### src/rtl/cpu_pipe_pkg.sv
// Shared pipeline definitions for the issue-side hazard logic: stall FSM states,
// register-index type and the operand dependency compare.
package cpu_pipe_pkg;

    typedef enum logic {
        IDLE    = 1'b0,
        MC_BUSY = 1'b1
    } state_e;

    typedef logic [4:0] reg_idx_t;

    localparam reg_idx_t    REG_ZERO       = 5'd0;
    localparam int unsigned MC_LATENCY_DEF = 4;

    // x0 is hard-wired zero, so a write to it can never create a true dependency.
    function automatic logic reads_reg(input reg_idx_t rs1, input reg_idx_t rs2,
                                       input logic use_rs2, input reg_idx_t rd);
        return (rd != REG_ZERO) && ((rs1 == rd) || (use_rs2 && (rs2 == rd)));
    endfunction

endpackage

### src/rtl/mc_busy_counter.sv
// Loadable down-counter timing the EX freeze of a multi-cycle op; stops at zero.
module mc_busy_counter #(
    parameter int unsigned CNT_W = 4
) (
    input  logic             clk_i,
    input  logic             rst_ni,
    input  logic             load_i,
    input  logic [CNT_W-1:0] load_val_i,
    output logic             done_o,
    output logic             busy_o
);

    logic [CNT_W-1:0] cnt_q, cnt_d;

    always_comb begin
        cnt_d = cnt_q;
        if (load_i) begin
            cnt_d = load_val_i;
        end else if (cnt_q != '0) begin
            cnt_d = cnt_q - 1'b1;
        end
    end

    always_ff @(posedge clk_i or negedge rst_ni) begin
        if (!rst_ni) begin
            cnt_q <= '0;
        end else begin
            cnt_q <= cnt_d;
        end
    end

    assign done_o = (cnt_q == CNT_W'(1));
    assign busy_o = (cnt_q != '0);

endmodule

### src/rtl/hazard_stall_unit.sv
// IF/ID hazard stall control: load-use bubbles and multi-cycle EX freeze.
// Define HAZARD_STALL_STATS_EN to add saturating stall-cycle counters.
module hazard_stall_unit
    import cpu_pipe_pkg::*;
#(
    parameter int unsigned MC_LATENCY = MC_LATENCY_DEF,
    parameter int unsigned CNT_W      = 4
) (
    input  logic        clk_i,
    input  logic        rst_i,
    input  logic [4:0]  IDrs1_i,
    input  logic [4:0]  IDrs2_i,
    input  logic        IDUseRs2_i,
    input  logic        EXMemRead_i,
    input  logic [4:0]  EXrd_i,
    input  logic        EXMultiCycle_i,
    input  logic        Flush_i,
    output logic        PCWrite_o,
    output logic        IFIDWrite_o,
    output logic        NoOp_o,
    output logic        EXStall_o,
    output logic        Busy_o
`ifdef HAZARD_STALL_STATS_EN
    ,
    output logic [31:0] LoadStallCnt_o,
    output logic [31:0] MCStallCnt_o
`endif
);

    if ((MC_LATENCY < 2) || (MC_LATENCY > 15) || ((MC_LATENCY - 1) >= (1 << CNT_W))) begin : g_param_check
        $error("hazard_stall_unit: MC_LATENCY out of range or does not fit in CNT_W");
    end

    state_e   state_q, state_d;
    reg_idx_t pend_rd_q, pend_rd_d;
    logic     dep_ex, load_stall, mc_enter, cnt_done, cnt_busy;

    assign dep_ex = reads_reg(IDrs1_i, IDrs2_i, IDUseRs2_i, EXrd_i);

    always_comb begin
        state_d     = state_q;
        pend_rd_d   = pend_rd_q;
        load_stall  = 1'b0;
        mc_enter    = 1'b0;
        PCWrite_o   = 1'b1;
        IFIDWrite_o = 1'b1;
        NoOp_o      = 1'b0;
        EXStall_o   = 1'b0;
        Busy_o      = 1'b0;
        unique case (state_q)
            IDLE: begin
                // A taken branch redirect wins over a load-use bubble; a load
                // flagged multi-cycle is handled purely as a load.
                load_stall = EXMemRead_i && dep_ex && !Flush_i;
                mc_enter   = EXMultiCycle_i && !EXMemRead_i;
                if (load_stall) begin
                    PCWrite_o   = 1'b0;
                    IFIDWrite_o = 1'b0;
                    NoOp_o      = 1'b1;
                end
                if (mc_enter) begin
                    PCWrite_o   = 1'b0;
                    IFIDWrite_o = 1'b0;
                    EXStall_o   = 1'b1;
                    pend_rd_d   = EXrd_i;
                    state_d     = MC_BUSY;
                end
            end
            MC_BUSY: begin
                PCWrite_o   = 1'b0;
                IFIDWrite_o = 1'b0;
                EXStall_o   = 1'b1;
                Busy_o      = 1'b1;
                if (cnt_done) begin
                    state_d = IDLE;
                end
            end
            default: state_d = IDLE;
        endcase
    end

    always_ff @(posedge clk_i or negedge rst_i) begin
        if (!rst_i) begin
            state_q   <= IDLE;
            pend_rd_q <= REG_ZERO;
        end else begin
            state_q   <= state_d;
            pend_rd_q <= pend_rd_d;
        end
    end

    mc_busy_counter #(
        .CNT_W (CNT_W)
    ) u_mc_busy_counter (
        .clk_i      (clk_i),
        .rst_ni     (rst_i),
        .load_i     (mc_enter),
        .load_val_i (CNT_W'(MC_LATENCY - 1)),
        .done_o     (cnt_done),
        .busy_o     (cnt_busy)
    );

    // EX is frozen while busy, so its destination must stay the one latched at issue.
    busy_consistent_a : assert property (@(posedge clk_i) disable iff (!rst_i)
        (state_q == MC_BUSY) |-> (cnt_busy && (EXrd_i == pend_rd_q)));

`ifdef HAZARD_STALL_STATS_EN
    logic [31:0] ls_cnt_q, ls_cnt_d, mc_cnt_q, mc_cnt_d;

    always_comb begin
        ls_cnt_d = ls_cnt_q;
        mc_cnt_d = mc_cnt_q;
        if (load_stall && (ls_cnt_q != '1)) begin
            ls_cnt_d = ls_cnt_q + 32'd1;
        end
        if (EXStall_o && (mc_cnt_q != '1)) begin
            mc_cnt_d = mc_cnt_q + 32'd1;
        end
    end

    always_ff @(posedge clk_i or negedge rst_i) begin
        if (!rst_i) begin
            ls_cnt_q <= '0;
            mc_cnt_q <= '0;
        end else begin
            ls_cnt_q <= ls_cnt_d;
            mc_cnt_q <= mc_cnt_d;
        end
    end

    assign LoadStallCnt_o = ls_cnt_q;
    assign MCStallCnt_o   = mc_cnt_q;
`endif

endmodule
### config.mk
export PLATFORM = sky130hd
export DESIGN_NAME = hazard_stall_unit
export DESIGN_NICKNAME = d
export VERILOG_FILES = /design/src/rtl/cpu_pipe_pkg.sv /design/src/rtl/mc_busy_counter.sv /design/src/rtl/hazard_stall_unit.sv
export SDC_FILE = /design/constraint.sdc
export NUM_CORES = 1
export LEC_CHECK = 0
export ABC_CLOCK_PERIOD_IN_PS = 2000
export CAP_MARGIN = 20
export CORE_AREA = 8 8 45 47
export DETAILED_ROUTE_END_ITERATION = 10
export DIE_AREA = 0 0 53 55
export DONT_BUFFER_PORTS = 1
export PLACE_DENSITY_LB_ADDON = 0.1
export SLEW_MARGIN = 20
export SYNTH_ARGS = -nofsm -noshare
export SYNTH_HDL_FRONTEND = slang
export SYNTH_SLANG_ARGS = --single-unit
### constraint.sdc
create_clock -name clk_i -period 2 [get_ports clk_i]
set_input_delay 0.4 -clock clk_i [delete_from_list [all_inputs] [get_ports clk_i]]
set_output_delay 0.4 -clock clk_i [all_outputs]
set_load 0.01 [all_outputs]
# Word level (Yosys, flattened, before mapping)
# Index checks and enable logic that the tools add are counted.
# word_totals
regBits,5
input_bits,21
elab_cells,31
# op_classes
add_sub_neg,1
n_eq_ne,3
muxes,13
bitwise,1
n_reduce_logical,11
# op_table
op,count
5-bit == test,2
1-bit two-way mux,8
4-bit two-way mux,2
1-bit one-hot mux with 2 select lines,3
1-bit logical AND,5
5-bit nonzero test,1
"4-bit by 1-bit == test with 1-bit output, second input constant",1
4-bit nonzero test,1
"4-bit by 1-bit subtractor with 4-bit output, second input constant",1
1-bit zero test,2
2-bit nonzero test,1
1-bit logical OR,1
1-bit NOT,1

# Logic depth before layout (Yosys ltp)
# depth
word_depth,9
mapped_depth,5
depth_no_buf,5

# By module
# Synthesis repeated with hierarchy kept, for this count alone.
# unflattened
hier_cells,53
hier_area_um2,478.0
# by_module_without_submodules
module,instances,cells_per_inst,area_each_um2,seq_area_each_um2
mc_busy_counter,1,25,269.0,100.1
hazard_stall_unit,1,28,209.0,25.0

# Worst setup path after synthesis
# OpenSTA, ideal clock, no wires.
# synth_path
path_type,input-to-output
start,input EXrd_i[1]
end,output PCWrite_o
t_arrival_ps,1496
required_ps,1600
slack_ps,104
path_stages,5
n_path_buf,1
path_cell_list,or4_1 -> nor2_1 -> nor3b_1 -> a21oi_1 -> buf_4
# synth_between
elab_chain_cells,9
word_cells_on_any_way,11
# synth_rtl
item,line_no,text
from (decl),hazard_stall_unit.sv:15,"input logic [4:0] EXrd_i,"
5-bit == test,cpu_pipe_pkg.sv:18,return (rd != REG_ZERO) && ((rs1 == rd) || (use_rs2 && (rs2 == rd)));
1-bit logical AND,cpu_pipe_pkg.sv:18,
1-bit logical OR,cpu_pipe_pkg.sv:18,
1-bit logical AND *,cpu_pipe_pkg.sv:18,
1-bit logical AND * (2 in a row),hazard_stall_unit.sv:54,load_stall = EXMemRead_i && dep_ex && !Flush_i;
1-bit two-way mux * (2 in a row),--,
1-bit one-hot mux with 2 select lines *,--,
to (decl),hazard_stall_unit.sv:18,"output logic PCWrite_o,"
# Mark *: on every way between the ends. The rest lies on a longest branch, timed or not.

# Final worst setup path
# Same ends and word-level chain as after synthesis.

==> results.txt <==
----------------------------------------------------
[Flow run]
  Max-cap viol count ... 0

[Yosys]
  Synthesized cell area ... 430 um^2
  Simple-gate area share of the yosys netlist ... 0.262
  XOR/XNOR share of the synthesized area ... 0.224
  Post-synthesis cell type count ... 21
  Synthesized instance count ... 49
  Mean area per synthesized cell ... 8.78 um^2
  Warnings, synthesis ... 0
  Synth Register Bits ... 5
  Combinational family with the most area after synthesis ... simple AND/OR/NAND/NOR gates
  Share of synthesized area occupied by flip-flops and latches ... 0.291
  Adder and majority gate portion of the synthesized area ... 0.0872
  Synth Area in Compound Gates ... 0.102
  Mux contribution to synthesized area ... 0
  Post-synthesis net count ... 73

[STA]
  Clock skew ... 5.49 ps
  Total count of max-transition violations in the final report ... 0
  Count of endpoints failing setup in the final report ... 0
  Slew of the pin with the lowest slew margin ... 408 ps
  Final setup margin ... 196 ps
  RSZ-0062 raised after global routing ... false
  Worst rel slew slack ... 0.727
  Portion of the clock cycle consumed by the worst path in the final layout ... 0.902
  Total Neg Setup Slack ... 0 ps
  Timing-limited maximum frequency ... 554 MHz
  Final critical delay including setup and external delays ... 1800 ps
  Fin. Hold Viols ... 0

[Worst setup path]
  Register-to-register setup slack ... 420 ps
  Data arrival time at the worst-slack endpoint ... 1400 ps
  Slowest cell on the critical path ... or4_1
  Crit-path cells ... or4_1 > nor2_1 > nor3b_1 > a21oi_1 > buf_4
  Critical path start-end classification ... in2out
  Crit end category ... output pin
  Data required time of the critical path ... 1600 ps
  Highest net fanout along the worst path ... 3
  Maximum cell stage delay along the critical path ... 510 ps
  Nature of the critical path startpoint ... primary input

[Floorplan]
  Die outline width ... 53 um
  Die outline area ... 0.00292 mm^2
  Number of top-level design ports ... 26
  Effective utilization at floorplan ... 0.311
  Height of the die ... 55 um
  Row cnt ... 14
  Core Region ... 0.00138 mm^2

[Pwr]
  Peak ir drop on the vdd network ... 670 uV
  Static leakage power ... 0.197 nW
  Pwr dens ... 1230 mW/mm^2

[Routing]
  Routed length on met2 ... 556 um
  Wirelength per Cell ... 15.4 um
  Wire length on met1 ... 354 um
  Final wirelength ... 1080 um
  Antenna Nets Post-Route ... 0
  Starting DRC count in detailed routing ... 6
  Via total after detailed routing ... 349
  DR top layer ... met3
  Drt via density ... 4.99
  Met3 routed wirelength ... 164 um
  Count of TritonRoute iterations in the first routing pass ... 5
  Post-route DRC ... 0

[Finish]
  Final cell area excluding filler cells ... 487 um^2
  # diodes ... 0
  NumNets Final ... 79
  Synthesis-to-layout area growth ... 13.1%
  Number of standard cells in the layout, taps in and fillers out ... 70
  Fraction of final layout cells with drive strength greater than 1 ... 0.0741

[Clock tree]
  Post-cts repair resize count ... 0
  Number of levels in the clock H-tree ... 1
  Buffer count from post-CTS setup fixing ... 0
  Clock root buffer ... clkbuf_4
  Post-CTS Hold Fix Bufs ... 1
  CTS tree ... done
  Skew-Pair Late Insertion Delay ... 250 ps
  Clock slew at reported path FFs ... 50 ps
  CTS sink count ... 5
  CTS Buf Count ... 3
  Buffers from clock root to sink, at most ... 2

[Global route]
  Global-route congestion overflow total ... 0
  Tot GR Track Use ... 0.0755
  Antenna violations before repair ... 0
  Number of global-route vias before repair ... 349
  Global-route wire length before repair ... 1570 um
  Maximum number of pins on one net before global-route repair ... 7

[Placed design]
  Last weighted congestion value of the routability-driven placer ... 0.710
  Count of buffers inserted at the top-level ports ... 0
  Hpwl dp ... 938 um
  Dpl cell area ... 450 um^2
  Post-placement cell count ... 65
  Post-placement setup slack ... 185 ps

[Status]
  Status ... finished clean

[Worst hold path]
  Path class of the lowest-slack min-delay path ... in2reg

----------------------------------------------------
-- per-stage QoR --
step	util	hold WS, ps	total power [mW]
2_1_floorplan	-	104	0.421
3_3_place_gp	0.325	105	0.458
3_5_place_dp	0.325	105	0.477
4_1_cts	0.352	370	0.610
5_1_grt	0.352	406	0.664
6_report	0.352	377	0.601
-- layout make-up --
class	instances	area, um^2
fillers	152	897
inverters	2	7.51
well taps	16	20.0
multi-input cells	41	290
flip-flops and latches	5	125
repair buffers	2	17.5
clock buffers	4	26.3
-- layer usage --
layer  vias up  global-route usage
met4         0              0.0259
met3         0              0.0588
met2        16               0.127
met5         -                   0
li1        176                   -
met1       157              0.0687
-- placed cells by master, fill, tap and decap left out, types with 2 or more instances in the layout --
| cell type | count |
|---|---|
| a21oi_1 | 3 |
| clkbuf_4 | 3 |
| dfrtp_1 | 5 |
| ha_1 | 3 |
| inv_1 | 2 |
| nand2_1 | 3 |
| nand2b_1 | 4 |
| nor2_1 | 4 |
| nor3b_1 | 2 |
| xnor2_1 | 11 |
-- power breakdown --
part	total [mW]	switching (mW)	internal (mW)
Combinational	0.273	0.137	0.136
Clock	0.123	0.0468	0.0758
Sequential	0.205	0.0528	0.152
-- synthesized netlist by cell type, drive strengths merged --
| library cell | n | area, um^2 |
|---|---|---|
| and3b | 1 | 8.76 |
| nor3 | 1 | 5.00 |
| nand3 | 1 | 5.00 |
| a21oi | 3 | 15.0 |
| nand2 | 3 | 11.3 |
| nor2 | 4 | 15.0 |
| nand4 | 1 | 6.26 |
| o31a | 1 | 8.76 |
| or3 | 1 | 6.26 |
| nor3b | 2 | 15.0 |
| or4 | 1 | 7.51 |
| nand2b | 4 | 25.0 |
| o22ai | 1 | 6.26 |
| nand3b | 1 | 7.51 |
| buf | 1 | 7.51 |
| xnor2 | 11 | 96.3 |
| a211o | 1 | 8.76 |
| o21ai | 1 | 5.00 |
| dfrtp | 5 | 125 |
| inv | 2 | 7.51 |
| ha | 3 | 37.5 |
-- cells by family after synthesis --
family	after synthesis
and+or+nand+nor	20
xor gates and xnor gates	11
AOI/OAI and AO/OA	7
DFF	5
buffers and inverters	3
adders and majority gates	3
-- state kept, by name (all words and copies together) (netlist names) --
register / count
state_q: 1
u_mc_busy_counter.cnt_q: 4
-- worst max-delay path: cells and delay by family --
kind | cells | cell delay [ps]
simple gates | 3 | 710
buf+inv | 1 | 160
compound gates | 1 | 140
-- final timing paths --
check	endpoint	start	cells past startpoint
setup / recovery	PCWrite_o	EXrd_i[1]	5
max in group asynchronous	u_mc_busy_counter.cnt_q[2]	rst_i	1
hold reg to reg	u_mc_busy_counter.cnt_q[1]	u_mc_busy_counter.cnt_q[1]	1
min in group asynchronous	u_mc_busy_counter.cnt_q[0]	rst_i	1
hold / removal	u_mc_busy_counter.cnt_q[0]	EXMultiCycle_i	2
setup reg to reg	u_mc_busy_counter.cnt_q[1]	u_mc_busy_counter.cnt_q[0]	5
Power figures use the tool's default switching activity.
